### src/rtl/seq_restoring_divider.sv
// Multi-cycle restoring divider, one quotient bit per clock.
// Define DIV_SIGNED_EN for two's-complement operands (unsigned otherwise).
module seq_restoring_divider #(
    parameter int WIDTH = 8,
    parameter int CNT_W = $clog2(WIDTH + 1)
) (
    input  logic             clk,
    input  logic             rst_n,
    input  logic             start,
    input  logic [WIDTH-1:0] dividend,
    input  logic [WIDTH-1:0] divisor,
    output logic             busy,
    output logic             done,
    output logic [WIDTH-1:0] quotient,
    output logic [WIDTH-1:0] remainder,
    output logic             div_by_zero
);

    typedef enum logic [1:0] {
        IDLE,
        CALC,
        FINISH
    } state_t;

    state_t           state_q, state_d;
    logic [CNT_W-1:0] count_q, count_d;
    logic [WIDTH-1:0] r_q, r_d;
    logic [WIDTH-1:0] sq_q, sq_d;
    logic [WIDTH-1:0] d_q, d_d;
    logic             dz_q, dz_d;
    logic             busy_q, busy_d;
    logic             done_q, done_d;
    logic             dbz_q, dbz_d;
    logic [WIDTH-1:0] quot_q, quot_d;
    logic [WIDTH-1:0] rem_q, rem_d;
`ifdef DIV_SIGNED_EN
    logic             negq_q, negq_d;
    logic             negr_q, negr_d;
`endif

    logic [WIDTH:0]   sub_a, sub_b, sub_t;
    logic             cy;
    logic             nonneg;
    logic [WIDTH-1:0] r_iter, q_iter;
    logic [WIDTH-1:0] quot_fin, rem_fin;
    logic [WIDTH-1:0] a_mag, b_mag;

    // Trial subtraction as an explicit ripple-carry add of ~{0,D} with carry-in 1
    always_comb begin
        sub_a = {r_q, sq_q[WIDTH-1]};
        sub_b = ~{1'b0, d_q};
        sub_t = '0;
        cy    = 1'b1;
        for (int i = 0; i <= WIDTH; i++) begin
            sub_t[i] = sub_a[i] ^ sub_b[i] ^ cy;
            cy       = (sub_a[i] & sub_b[i]) | (cy & (sub_a[i] ^ sub_b[i]));
        end
        nonneg = cy;
    end

    always_comb begin
        r_iter = nonneg ? sub_t[WIDTH-1:0]
                        : {r_q[WIDTH-2:0], sq_q[WIDTH-1]};
        q_iter = {sq_q[WIDTH-2:0], nonneg};
`ifdef DIV_SIGNED_EN
        a_mag    = dividend[WIDTH-1] ? (~dividend + 1'b1) : dividend;
        b_mag    = divisor[WIDTH-1] ? (~divisor + 1'b1) : divisor;
        quot_fin = negq_q ? (~q_iter + 1'b1) : q_iter;
        rem_fin  = negr_q ? (~r_iter + 1'b1) : r_iter;
`else
        a_mag    = dividend;
        b_mag    = divisor;
        quot_fin = q_iter;
        rem_fin  = r_iter;
`endif
    end

    always_comb begin
        state_d = state_q;
        count_d = count_q;
        r_d     = r_q;
        sq_d    = sq_q;
        d_d     = d_q;
        dz_d    = dz_q;
        busy_d  = busy_q;
        done_d  = 1'b0;
        dbz_d   = dbz_q;
        quot_d  = quot_q;
        rem_d   = rem_q;
`ifdef DIV_SIGNED_EN
        negq_d  = negq_q;
        negr_d  = negr_q;
`endif
        unique case (state_q)
            IDLE: begin
                if (start) begin
                    busy_d  = 1'b1;
                    dbz_d   = 1'b0;
                    quot_d  = '0;
                    rem_d   = '0;
                    r_d     = '0;
                    d_d     = b_mag;
                    count_d = CNT_W'(WIDTH);
`ifdef DIV_SIGNED_EN
                    negq_d  = dividend[WIDTH-1] ^ divisor[WIDTH-1];
                    negr_d  = dividend[WIDTH-1];
`endif
                    // Zero divisor keeps the raw dividend for the remainder
                    if (divisor == '0) begin
                        sq_d    = dividend;
                        dz_d    = 1'b1;
                        state_d = FINISH;
                    end else begin
                        sq_d    = a_mag;
                        dz_d    = 1'b0;
                        state_d = CALC;
                    end
                end
            end
            CALC: begin
                r_d     = r_iter;
                sq_d    = q_iter;
                count_d = count_q - 1'b1;
                if (count_q == CNT_W'(1)) begin
                    quot_d  = quot_fin;
                    rem_d   = rem_fin;
                    done_d  = 1'b1;
                    busy_d  = 1'b0;
                    state_d = FINISH;
                end
            end
            FINISH: begin
                if (dz_q) begin
                    dz_d   = 1'b0;
                    done_d = 1'b1;
                    dbz_d  = 1'b1;
                    busy_d = 1'b0;
                    quot_d = '1;
                    rem_d  = sq_q;
                end else begin
                    state_d = IDLE;
                end
            end
            default: state_d = IDLE;
        endcase
    end

    always_ff @(posedge clk) begin
        if (!rst_n) begin
            state_q <= IDLE;
            count_q <= '0;
            r_q     <= '0;
            sq_q    <= '0;
            d_q     <= '0;
            dz_q    <= 1'b0;
            busy_q  <= 1'b0;
            done_q  <= 1'b0;
            dbz_q   <= 1'b0;
            quot_q  <= '0;
            rem_q   <= '0;
`ifdef DIV_SIGNED_EN
            negq_q  <= 1'b0;
            negr_q  <= 1'b0;
`endif
        end else begin
            state_q <= state_d;
            count_q <= count_d;
            r_q     <= r_d;
            sq_q    <= sq_d;
            d_q     <= d_d;
            dz_q    <= dz_d;
            busy_q  <= busy_d;
            done_q  <= done_d;
            dbz_q   <= dbz_d;
            quot_q  <= quot_d;
            rem_q   <= rem_d;
`ifdef DIV_SIGNED_EN
            negq_q  <= negq_d;
            negr_q  <= negr_d;
`endif
        end
    end

    assign busy        = busy_q;
    assign done        = done_q;
    assign quotient    = quot_q;
    assign remainder   = rem_q;
    assign div_by_zero = dbz_q;

endmodule
### config.mk
export PLATFORM = sky130hd
export DESIGN_NAME = seq_restoring_divider
export DESIGN_NICKNAME = d
export VERILOG_FILES = /design/src/rtl/seq_restoring_divider.sv
export SDC_FILE = /design/constraint.sdc
export NUM_CORES = 1
export LEC_CHECK = 0
export CAP_MARGIN = 20
export CORE_MARGIN = 8
export CORE_UTILIZATION = 54
export DETAILED_ROUTE_END_ITERATION = 10
export PLACE_DENSITY = 0.8
export SYNTH_ARGS = -nofsm -noshare
export SYNTH_HDL_FRONTEND = slang
export SYNTH_SLANG_ARGS = --single-unit
export TNS_END_PERCENT = 1
### constraint.sdc
create_clock -name clk -period 4.55 [get_ports clk]
set_input_delay 0.91 -clock clk [delete_from_list [all_inputs] [get_ports clk]]
set_output_delay 0.91 -clock clk [all_outputs]
set_load 0.03 [all_outputs]
Yosys cells after proc, flatten, opt, wreduce, memory -nomap -nowiden
Index checks and enable logic that the tools add are counted.
{"block": "word_totals", "regBits": 50, "latch_bits": 0, "ramBits": 0, "mem_bits_ro": 0, "input_bits": 19, "n_memories": 0}
{"block": "op_classes", "add_sub_neg": 1, "multipliers": 0, "n_div": 0, "magnitude_cmp": 0, "n_eq_ne": 7, "shifts": 0, "n_mux": 31, "bitwise_logic": 44, "reduce_logical": 11}
{"operator": "$mux 8", "count": 7}
{"operator": "$pmux 8 s3", "count": 2}
{"operator": "$pmux 8 s2", "count": 2}
{"operator": "$and 1x1->1", "count": 17}
{"operator": "$xor 1x1->1", "count": 16}
{"operator": "$mux 1", "count": 9}
{"operator": "$not 8->9", "count": 1}
{"operator": "$or 1x1->1", "count": 9}
{"operator": "$logic_not 8->1", "count": 1}
{"operator": "$mux 2", "count": 4}
{"operator": "$ne 2x2->1 const B", "count": 4}
{"operator": "$pmux 4 s2", "count": 1}
{"operator": "$pmux 1 s2", "count": 3}
{"operator": "$pmux 2 s3", "count": 1}
{"operator": "$reduce_and 2->1", "count": 3}
{"operator": "$reduce_and 3->1", "count": 2}
{"operator": "$eq 4x1->1 const B", "count": 1}
{"operator": "$mux 4", "count": 1}
{"operator": "$reduce_and 4->1", "count": 1}
{"operator": "$reduce_bool 2->1", "count": 2}
{"operator": "$sub 4x1->4 const B", "count": 1}
{"operator": "$pmux 1 s3", "count": 1}
{"operator": "$reduce_bool 3->1", "count": 1}
{"operator": "$eq 2x1->1 const B", "count": 1}
{"operator": "other kinds (3)", "count": 3}

Depth between registers and ports, before layout
{"block": "depth", "depth_word": 22, "depth_mapped": 15, "ltp_nobuf": 13}

Worst setup path after synthesis
OpenSTA, ideal clock, no wires.
{"block": "synth_timing", "path_kind": "register to register", "start": "register sq_q[7]", "end": "register rem_q[7], in the netlist remainder[7]", "setup_ns": 0.118, "arrival_time_ns": 4.057, "setup_slack_ns": 0.375, "path_stages_with_launch": 16, "n_path_buf": 2, "synth_period_minus_slack_ns": 4.175, "path_cell_list": "dfxtp_1 -> inv_1 -> ha_1 -> fa_1 -> fa_1 -> fa_1 -> fa_1 -> fa_1 -> fa_1 -> fa_1 -> nand2b_1 -> clkbuf_1 -> clkbuf_1 -> nand2_1 -> a32oi_1 -> o2bb2ai_1"}
{"block": "synth_via", "elab_chain_cells": 21, "elab_cells_between_ends": 24}
{"item": "from (decl)", "line_no": "28", "text": "logic [WIDTH-1:0] sq_q, sq_d;"}
{"item": "from (signal assigned)", "line_no": "169", "text": "sq_q <= sq_d;"}
{"item": "$and 1x1->1 or $xor 1x1->1 (tied branches)", "line_no": "56", "text": "cy = (sub_a[i] & sub_b[i]) | (cy & (sub_a[i] ^ sub_b[i]));"}
{"item": "$or 1x1->1", "line_no": "56"}
{"item": "$and 1x1->1", "line_no": "56"}
{"item": "$or 1x1->1", "line_no": "56"}
{"item": "$and 1x1->1", "line_no": "56"}
{"item": "$or 1x1->1", "line_no": "56"}
{"item": "$and 1x1->1", "line_no": "56"}
{"item": "$or 1x1->1", "line_no": "56"}
{"item": "(+5 left out)"}
{"item": "$or 1x1->1", "line_no": "56"}
{"item": "$and 1x1->1", "line_no": "56"}
{"item": "$or 1x1->1", "line_no": "56"}
{"item": "$and 1x1->1", "line_no": "56"}
{"item": "$or 1x1->1", "line_no": "56"}
{"item": "$mux 8", "line_no": "62", "text": "r_iter = nonneg ? sub_t[WIDTH-1:0]"}
{"item": "$mux 8", "line_no": "124", "text": "if (count_q == CNT_W'(1)) begin"}
{"item": "$pmux 8 s3 (*)", "line_no": "94", "text": "unique case (state_q)"}
{"item": "to (signal assigned)", "line_no": "176", "text": "rem_q <= rem_d;"}
{"item": "to (decl)", "line_no": "35", "text": "logic [WIDTH-1:0] rem_q, rem_d;"}
Every way passes the cells marked *; elsewhere a longest branch is shown, timed or not. The select of a mux whose other input is x is not followed.
A chain may end at the register's enable or synchronous reset.

Worst setup path after layout
Same ends and word-level chain as after synthesis.

==> results.ini <==
[detailed_routing]
first_pass_iteration_count_of_the_detailed_router=4
total_length_of_routed_wires_mm=5.99
first_iter_violations=117
vias_per_cell=5.76
wl_per_cell_um=15.9
antenna_violation_net_count_after_detailed_routing=0
detailroute.via_count=2170
drc=0

[timing]
grt_setup_unrepaired=no
finalHoldViolations=0
period_minus_slack_ps=4160
slew_violations=0
finalSetupViolCount=0
tns_ps=0
max_clock_freq_ghz=0.240
max-slew-margin-rel=0.283
final_min_period_over_clock_period=0.914
fin_worst_skew_ps=14.1
max_slew.worst_pin.slew_ps=1050

[yosys]
synth_fp_nets=326
synth_compound_gate_area_share=0.225
postSynthRegisterBits=50
synth_fa_ha_area_frac=0.0904
syn_area_um2=2520
synth_xor_xnor_area_share=0
synth_top_flop_cell=sky130_fd_sc_hd__dfxtp_1
postSynthAreaPerCell_um2=8.60
synth_edf_count=0
ys_async_sr_fraction=0
yosys_warnings=0
synth_simple_gate_area_share=0.217
netlist-cell-type-count=36
seq_area_frac_synth=0.397
synth_top_family_by_area=compound AO/OA/AOI/OAI gates
number_of_cells_produced_by_synthesis=293
yosys-mux-area-fraction=0.0159

[power_and_ir_drop]
power.density_cell_area_nw_per_um2=600
power_leakage_nw=1.08
power.sequential.fraction=0.346
pwr-share-comb=0.510
netSwitchingPower_mw=0.797
power.share.switching=0.443
clockPowerShare=0.144
vdd_ir_drop_max_mv=0.343
internal_power_mw=1.00

[floorplan]
rows=25
die_height_um=84.3
floorplan.initialDensity=0.548
fp.dieW_um=84.3
core_region_area_um2=4600
die_footprint_um2=7110
floorplan.io_pins=38

[place]
dp_hpwl_mm=4.29
io_buffer_count=37
last_weighted_congestion_value_of_the_routability_driven_placer=0.824

[grt]
antenna_violations_before_repair=0
groute.usage.overall=0.169
grt_max_degree=28
grt_pass1_wl_mm=10.2
number_of_global_route_vias_before_repair=2138
grt.overflow.total=0

[cts]
cts_post_setup_buffers_inserted=0
clk_root_buffer_cell=sky130_fd_sc_hd__clkbuf_8
clkSinkCount=50
worst_skew_pair_latency_ps=310
clkTransAtPathRegs_ps=100
max-clock-path-buffers=2
htree_levels=2
cts_hold_buffers=0
tritoncts_clock_tree=yes
cts_buffers=5
post_cts_resized=0

[setup_path]
worst_r2r_startpoint=sq_q[7]
crit_arrival_ps=4360
r2r_cells=14
worst_setup_path_startpoint=sq_q[7]
cp_max_fo=11
reg2reg_slack_ps=390
critical_path.startpoint_type=flip-flop
endpoint_kind=flip-flop
critical_path.endpoint=remainder[7]
worst-endpoint-required_ps=4750
worstSetupPathType=flip-flop to flip-flop
reg2reg_to=remainder[7]

[cells_and_area]
layout_fillers=379
area.growth.synth_to_final_pct=19.1
antenna_cells=0
final_core_util=0.652
share_of_layout_cells_above_drive_strength_1=0.0557
finish.net_count=355

[flow_run]
count_of_maximum_capacitance_violations=0

[outcome]
outcome=finished, final reports clean

[hold_path]
worstHoldPathType=flip-flop to flip-flop

## worst max-delay path: stages, from the launching register on
cell	delay, ps
sky130_fd_sc_hd__dfxtp_1	340
sky130_fd_sc_hd__inv_1	80
sky130_fd_sc_hd__ha_1	210
sky130_fd_sc_hd__fa_1	400
sky130_fd_sc_hd__fa_1	400
sky130_fd_sc_hd__fa_1	390
sky130_fd_sc_hd__fa_1	380
sky130_fd_sc_hd__fa_1	390
sky130_fd_sc_hd__fa_1	400
sky130_fd_sc_hd__fa_1	380
sky130_fd_sc_hd__nand2b_1	100
sky130_fd_sc_hd__buf_4	160
sky130_fd_sc_hd__nand2_1	90
sky130_fd_sc_hd__a32oi_1	240
sky130_fd_sc_hd__o2bb2ai_1	100
## flip-flops by register name, summed over array words and instances (netlist names)
name,count
state_q,2
div_by_zero,1
dz_q,1
d_q,8
busy,1
sq_q,8
remainder,8
r_q,8
done,1
quotient,8
count_q,4
## area by class of cell
class / instances / area, um^2 / area share
clock inverters: 3 / 21.3 / 0.00709
inverters: 12 / 45.0 / 0.0150
clock buffers: 5 / 68.8 / 0.0229
well taps: 54 / 67.6 / 0.0225
flip-flops and latches: 50 / 1000 / 0.334
repair buffers: 43 / 415 / 0.139
multi-input cells: 210 / 1380 / 0.460
## how the worst min path moves through the flow
stage | start | end | slack, ps | cells after the start
after global placement | r_q[6] | r_q[6] | 450 | 2
after detailed placement | quotient[1] | quotient[1] | 450 | 2
after global routing | remainder[2] | remainder[2] | 490 | 1
after CTS | quotient[1] | quotient[1] | 460 | 2
final | quotient[1] | quotient[1] | 460 | 2
after floorplan | r_q[7] | r_q[7] | 440 | 2
## cell usage in the layout (no fill, tap or decap), types with 4 or more instances in the layout
cell	netlist	layout
sky130_fd_sc_hd__nand2_1	55	55
sky130_fd_sc_hd__a21boi_0	16	16
sky130_fd_sc_hd__nand2b_1	13	13
sky130_fd_sc_hd__a21oi_1	13	13
sky130_fd_sc_hd__nand4_1	9	9
sky130_fd_sc_hd__nor2b_1	5	5
sky130_fd_sc_hd__clkdlybuf4s50_1	0	37
sky130_fd_sc_hd__clkbuf_8	0	5
sky130_fd_sc_hd__buf_4	1	6
sky130_fd_sc_hd__fa_1	7	7
sky130_fd_sc_hd__mux2i_1	4	4
sky130_fd_sc_hd__a32oi_1	9	9
sky130_fd_sc_hd__ha_1	7	7
sky130_fd_sc_hd__o22ai_1	6	6
sky130_fd_sc_hd__dfxtp_1	50	50
sky130_fd_sc_hd__nor2_1	16	16
sky130_fd_sc_hd__inv_1	12	12
sky130_fd_sc_hd__o21ai_0	19	19
sky130_fd_sc_hd__o2bb2ai_1	8	8
## cell families (layout without fill, tap and decap cells)
group	count (synthesis)	after routing
adders and majority gates	14	14
buffers and inverters	33	63
AOI/OAI and AO/OA	80	80
and+or+nand+nor	112	112
DFF	50	50
muxes	4	4
## Yosys cell counts (4+ instances only)
library cell / number / share of area
sky130_fd_sc_hd__nor2_1: 16 / 0.024
sky130_fd_sc_hd__mux2i_1: 4 / 0.016
sky130_fd_sc_hd__fa_1: 7 / 0.056
sky130_fd_sc_hd__a21boi_0: 16 / 0.048
sky130_fd_sc_hd__nand2_1: 55 / 0.082
sky130_fd_sc_hd__nand2b_1: 13 / 0.032
sky130_fd_sc_hd__a32oi_1: 9 / 0.031
sky130_fd_sc_hd__a21oi_1: 13 / 0.026
sky130_fd_sc_hd__dfxtp_1: 50 / 0.40
sky130_fd_sc_hd__nor2b_1: 5 / 0.012
sky130_fd_sc_hd__inv_1: 12 / 0.018
sky130_fd_sc_hd__nand4_1: 9 / 0.022
sky130_fd_sc_hd__o22ai_1: 6 / 0.015
sky130_fd_sc_hd__ha_1: 7 / 0.035
sky130_fd_sc_hd__clkbuf_1: 17 / 0.025
sky130_fd_sc_hd__o21ai_0: 19 / 0.038
sky130_fd_sc_hd__o2bb2ai_1: 8 / 0.028
## metal layers
metal / track usage / up-vias / share of wire
met5: 0 / - / 0
met4: 0.0408 / 0 / 0.0077
met3: 0.0494 / 7 / 0.067
met2: 0.265 / 65 / 0.45
met1: 0.222 / 1025 / 0.48
li1: - / 1073 / -
## stage by stage
step	setup WS, ps	cells	hold WS [ps]	cell area [um^2]	power (mW)
final	391	377	462	3000	1.80
after global routing	215	377	490	3000	1.94
after CTS	409	377	464	3000	1.79
after detailed placement	407	369	450	2910	1.53
after global placement	540	369	449	2910	1.51
after floorplan	375	293	436	2520	1.29
## power by group through the flow
stage	sequential (mW)	clock [mW]	combinational, mW
floorplan	0.640	0	0.650
global placement	0.627	0	0.886
detailed placement	0.628	0	0.898
CTS	0.620	0.261	0.907
global route	0.634	0.280	1.02
finish	0.622	0.259	0.917
No activity file was read; power rests on OpenSTA's default activity.
